File: config.mk
export PLATFORM = sky130hd
export DESIGN_NAME = mem_readback
export DESIGN_NICKNAME = d
export VERILOG_FILES = /design/src/rtl/mem_readback.sv
export SDC_FILE = /design/constraint.sdc
export NUM_CORES = 1
export LEC_CHECK = 0
export CAP_MARGIN = 20
export CORE_MARGIN = 5
export CORE_UTILIZATION = 55
export DETAILED_ROUTE_END_ITERATION = 6
export GPL_TIMING_DRIVEN = 0
export PLACE_DENSITY_LB_ADDON = 0.12
export SETUP_SLACK_MARGIN = 0.5
export SYNTH_ARGS = -nofsm -noshare
export SYNTH_HDL_FRONTEND = slang
export SYNTH_SLANG_ARGS = --single-unit
File: constraint.sdc
create_clock -name clk -period 7 [get_ports clk]
set_input_delay 1.4 -clock clk [delete_from_list [all_inputs] [get_ports clk]]
set_output_delay 1.4 -clock clk [all_outputs]
set_load 0.02 [all_outputs]
File: src/rtl/mem_readback.sv
// mem_readback: streams a wrapping address range of a synchronous-read memory over valid/ready.
// Define MEM_READBACK_CHECKSUM_EN to append a mod-2^DATA_W sum of the data words as the final word.
module mem_readback #(
    parameter int ADRS_W = 11,
    parameter int DATA_W = 32
) (
    input  logic              clk,
    input  logic              resetn,
    input  logic              start,
    input  logic [ADRS_W-1:0] start_adrs,
    input  logic [ADRS_W-1:0] end_adrs,
    output logic              r_enable,
    output logic [ADRS_W-1:0] r_adrs,
    input  logic [DATA_W-1:0] r_data,
    output logic [DATA_W-1:0] out_data,
    output logic              out_valid,
    input  logic              out_ready,
    output logic              out_last,
    output logic              busy,
    output logic              cpu_hold,
    output logic              done
);
`ifdef MEM_READBACK_CHECKSUM_EN
    typedef enum logic [2:0] {IDLE, READ, DRAIN, DONE, SUM} state_t;
`else
    typedef enum logic [1:0] {IDLE, READ, DRAIN, DONE} state_t;
`endif

    state_t              state_q, state_d;
    logic [ADRS_W-1:0]   rd_ptr_q, rd_ptr_d;
    logic [ADRS_W:0]     remaining_q, remaining_d;
    logic                inflight_q;
    logic [DATA_W-1:0]   buf_q [2];
    logic                hd_q, tl_q;
    logic [1:0]          cnt_q, cnt_d;
    logic [1:0]          outstanding;
    logic                issue, data_valid, data_hs, pop_buf, push, last_data;
    logic [DATA_W-1:0]   data_head;

    // The word returning from memory is visible at the output in the same cycle it arrives,
    // and is only stored if the sink does not take it (or older words are queued ahead of it).
    always_comb begin
        outstanding = cnt_q + {1'b0, inflight_q};
        issue       = (state_q == READ) && (remaining_q != '0) && (outstanding < 2'd2);
        data_valid  = outstanding != 2'd0;
        data_head   = (cnt_q != 2'd0) ? buf_q[hd_q] : (inflight_q ? r_data : '0);
        data_hs     = data_valid & out_ready;
        pop_buf     = data_hs & (cnt_q != 2'd0);
        push        = inflight_q & ~((cnt_q == 2'd0) & out_ready);
        cnt_d       = cnt_q + {1'b0, push} - {1'b0, pop_buf};
        last_data   = (state_q == DRAIN) && (outstanding == 2'd1);
        r_enable    = issue;
        r_adrs      = issue ? rd_ptr_q : '0;
        busy        = state_q != IDLE;
        cpu_hold    = busy;
        done        = state_q == DONE;
    end

    always_comb begin
        state_d     = state_q;
        rd_ptr_d    = rd_ptr_q;
        remaining_d = remaining_q;
        case (state_q)
            IDLE: if (start) begin
                state_d     = READ;
                rd_ptr_d    = start_adrs;
                remaining_d = {1'b0, end_adrs - start_adrs} + (ADRS_W+1)'(1);
            end
            READ: if (issue) begin
                rd_ptr_d    = rd_ptr_q + 1'b1;
                remaining_d = remaining_q - 1'b1;
                state_d     = (remaining_q == (ADRS_W+1)'(1)) ? DRAIN : READ;
            end
`ifdef MEM_READBACK_CHECKSUM_EN
            DRAIN:   state_d = (outstanding - {1'b0, data_hs} == 2'd0) ? SUM : DRAIN;
            SUM:     state_d = out_ready ? DONE : SUM;
`else
            DRAIN:   state_d = (outstanding - {1'b0, data_hs} == 2'd0) ? DONE : DRAIN;
`endif
            default: state_d = IDLE;
        endcase
    end

    always_ff @(posedge clk or negedge resetn) begin
        if (!resetn) begin
            state_q     <= IDLE;
            rd_ptr_q    <= '0;
            remaining_q <= '0;
            inflight_q  <= 1'b0;
            cnt_q       <= 2'd0;
            hd_q        <= 1'b0;
            tl_q        <= 1'b0;
            buf_q[0]    <= '0;
            buf_q[1]    <= '0;
        end else begin
            state_q     <= state_d;
            rd_ptr_q    <= rd_ptr_d;
            remaining_q <= remaining_d;
            inflight_q  <= issue;
            cnt_q       <= cnt_d;
            if (push) begin
                buf_q[tl_q] <= r_data;
                tl_q        <= ~tl_q;
            end
            if (pop_buf) hd_q <= ~hd_q;
        end
    end

`ifdef MEM_READBACK_CHECKSUM_EN
    logic [DATA_W-1:0] sum_q, sum_d;
    logic              in_sum;

    always_comb begin
        in_sum    = state_q == SUM;
        sum_d     = (state_q == IDLE && start) ? '0 : (data_hs ? sum_q + data_head : sum_q);
        out_valid = data_valid | in_sum;
        out_data  = in_sum ? sum_q : data_head;
        out_last  = in_sum;
    end

    always_ff @(posedge clk or negedge resetn) begin
        if (!resetn) sum_q <= '0;
        else         sum_q <= sum_d;
    end
`else
    always_comb begin
        out_valid = data_valid;
        out_data  = data_head;
        out_last  = last_data;
    end
`endif
endmodule

==> impl_metrics.env <==
export IMPL_run_status="finished, final reports clean"
export IMPL_clk_pin_slew_worst_paths_ns=0.10
export IMPL_synth_area_leaders="dfrtp_1 40%, mux2_2 12%, mux2i_1 5.8%, nand3_1 4.8%, o21ai_0 4.7%"
export IMPL_seq_area_frac_synth_pct=40.4
export IMPL_cts_root_buf="clkbuf_8"
export IMPL_grt_pass1_wl_mm=24.4
export IMPL_overflow=0
export IMPL_syn_inst=591
export IMPL_wl_per_cell_um=17.2
export IMPL_worstSkewPairLatency_ns=0.37
export IMPL_portBuffers=106
export IMPL_area_delta_synth_final_pct=24.8
export IMPL_tns_ns=0
export IMPL_final_util_pct=70.5
export IMPL_syn_cell_area_um2=5830
export IMPL_cts_sinks=94
export IMPL_antenna_found_initial=0
export IMPL_avgSynthCellArea_um2=9.86
export IMPL_firstDrtPassIters=6
export IMPL_worstPathMaxFanout=11
export IMPL_min_period_ns=4.56
export IMPL_start_util_pct=56.5
export IMPL_layout_drive_gt1_share_pct=15.1
export IMPL_placed_area_um2=7090
export IMPL_powerDensity_nw_per_um2=480
export IMPL_post_route_cell_area_um2=7270
export IMPL_skew_ns=0.0127
export IMPL_die_w_um=113
export IMPL_htree_levels=3
export IMPL_layout_area_seq_um2=2350
export IMPL_p_total_mw=3.49
export IMPL_final_max_slew_viol_count=0
export IMPL_yosysTopAreaCellShare_pct=40.4
export IMPL_cts_repair_resized=0
export IMPL_critPathLaunchType="flop"
export IMPL_yosysWarnings=0
export IMPL_post_cts_buffers=0
export IMPL_setup_ws_ns=2.44
export IMPL_dp_cells=834
export IMPL_synth_edf_count=0
export IMPL_cts_hold_buf=0
export IMPL_fillers=785
export IMPL_vias_per_cell=5.91
export IMPL_drtIter0Drc=351
export IMPL_syn_nets=667
export IMPL_rows=37
export IMPL_arrival_ns=3.16
export IMPL_wl_mm=14.7
export IMPL_rsz0062_at_grt="false"
export IMPL_endpoint_kind="output port"
export IMPL_drt_antenna_violating_nets=0
export IMPL_grt_use_total_pct=23.1
export IMPL_clk_path_buf_depth=2
export IMPL_cts_tree="done"
export IMPL_drc=0
export IMPL_synthTopCellsByCount="94 x dfrtp_1, 64 x mux2_2, 56 x nand3_1, 55 x o21ai_0, 34 x mux2i_1"
export IMPL_worstPathRequired_ns=5.60
export IMPL_grt_pass1_vias=5048
export IMPL_holdWs_ns=0.512
export IMPL_max_vdd_ir_drop_uv=265
export IMPL_finalCritPeriodShare_pct=65.2
export IMPL_fmax_mhz=219
export IMPL_place_hpwl_mm=10.8
export IMPL_max_slew_margin_pct=46.3
export IMPL_numCtsBuffers=9
export IMPL_setup_viol=0
export IMPL_hp_class="flop to flop"
export IMPL_core_um2=10300
export IMPL_fin_cells=850
export IMPL_yosysMostFrequentCell="dfrtp_1"
export IMPL_ys_seq_elements=94
export IMPL_synth_main_ff_cell="dfrtp_1"
export IMPL_yosysTopAreaCell="dfrtp_1"
export IMPL_critical_path_class="flop to output port"
export IMPL_vias=5024
export IMPL_p_leak_nw=3.01
export IMPL_gp_congestion=0.902
export IMPL_io_pins=107
export IMPL_final_hold_violation_count=0
export IMPL_nNetsFinal=785
export IMPL_antenna_cells=0
export IMPL_grt_max_degree=65
export IMPL_die_h_um=113
export IMPL_synth_async_sr_flop_share_pct=100
export IMPL_max_cap_viol_count=0
export IMPL_die_area_um2=12800
export IMPL_worstMarginPinSlew_ns=0.798
export IMPL_dp_worst_setup_slack_ns=2.56
export IMPL_ys_types=66
export IMPL_multi_input_area_um2=3230
## logic make-up (layout without fill, tap and decap cells)
logic type	after synthesis	after routing	synth area share [%]
XOR/XNOR	16	16	2.40
buffers and inverters	57	180	4.23
AND/OR/NAND/NOR	179	179	16.6
flip-flops	94	94	40.4
multiplexers	98	98	18.2
adder cells (fa/ha/maj)	18	18	3.99
AO/OA/AOI/OAI	129	129	14.3
## flip-flops by register name, summed over array words and instances (netlist names)
signal / count
tl_q: 1
remaining_q: 12
rd_ptr_q: 11
hd_q: 1
inflight_q: 1
state_q: 2
buf_q: 64
cnt_q: 2
## placed cells by master (no fill, tap or decap), types with 4 or more instances in the layout
cell type / n
nor3_1: 11
clkdlybuf4s50_1: 105
o211ai_1: 4
mux2_2: 64
nand3_1: 56
o21ai_0: 55
or2_2: 4
inv_1: 22
dfrtp_1: 94
o22ai_1: 4
clkbuf_8: 9
nand4_1: 4
a31oi_1: 4
a21oi_1: 29
nand2b_1: 4
nand2_1: 23
xnor2_1: 7
mux2i_1: 34
and3_1: 10
nand3b_1: 4
nor2_1: 28
and2_1: 15
xor2_1: 9
clkbuf_1: 25
ha_1: 17
## final timing paths
| path | startpoint | end | slack (ns) | cells after the start |
|---|---|---|---|---|
| max | remaining_q[0]$_DFFE_PN0P_ | r_adrs[7] | 2.44 | 9 |
| min | buf_q[55]$_DFFE_PN0P_ | buf_q[55]$_DFFE_PN0P_ | 0.51 | 1 |
| max reg2reg | remaining_q[0]$_DFFE_PN0P_ | remaining_q[8]$_DFFE_PN0P_ | 4.31 | 9 |
| min reg2reg | buf_q[55]$_DFFE_PN0P_ | buf_q[55]$_DFFE_PN0P_ | 0.51 | 1 |
| max in group asynchronous | resetn | buf_q[58]$_DFFE_PN0P_ | 5.37 | 2 |
| min in group asynchronous | resetn | buf_q[5]$_DFFE_PN0P_ | 0.97 | 1 |
## worst max-delay path, cell delays in order, from the launching register on
cell	delay [ns]
dfrtp_1	0.42
inv_1	0.12
ha_1	0.21
nor3b_1	0.49
nand3_1	0.17
o21a_1	0.24
buf_6	0.15
clkbuf_1	0.23
and2_1	0.23
clkdlybuf4s50_1	0.54
## area by class of cell
type / count / share of cell area, %
Multi-Input combinational cell: 440 / 44.4
Sequential cell: 94 / 32.3
Timing Repair Buffer: 107 / 14.9
Tap cell: 136 / 2.34
Buffer: 35 / 2.25
Clock buffer: 9 / 1.70
Inverter: 22 / 1.14
Clock inverter: 7 / 0.877
## where the power goes
| part | leakage (nW) | switching (mW) | internal, mW | total, mW |
|---|---|---|---|---|
| Combinational | 1.81 | 1.14 | 1.03 | 2.17 |
| Sequential | 1.10 | 0.160 | 0.811 | 0.972 |
| Clock | 0.0956 | 0.216 | 0.138 | 0.354 |
## layer usage
metal / part of all wire, % / global-route usage (%) / vias up / wire [µm]
met5: 0 / 0 / - / 0
met4: 1.2 / 5.93 / 0 / 172
met3: 5.0 / 3.96 / 14 / 739
met2: 48 / 37.7 / 151 / 6990
met1: 46 / 32.0 / 2465 / 6750
li1: - / - / 2394 / -
Note: power is estimated with default switching activity, not from simulation.
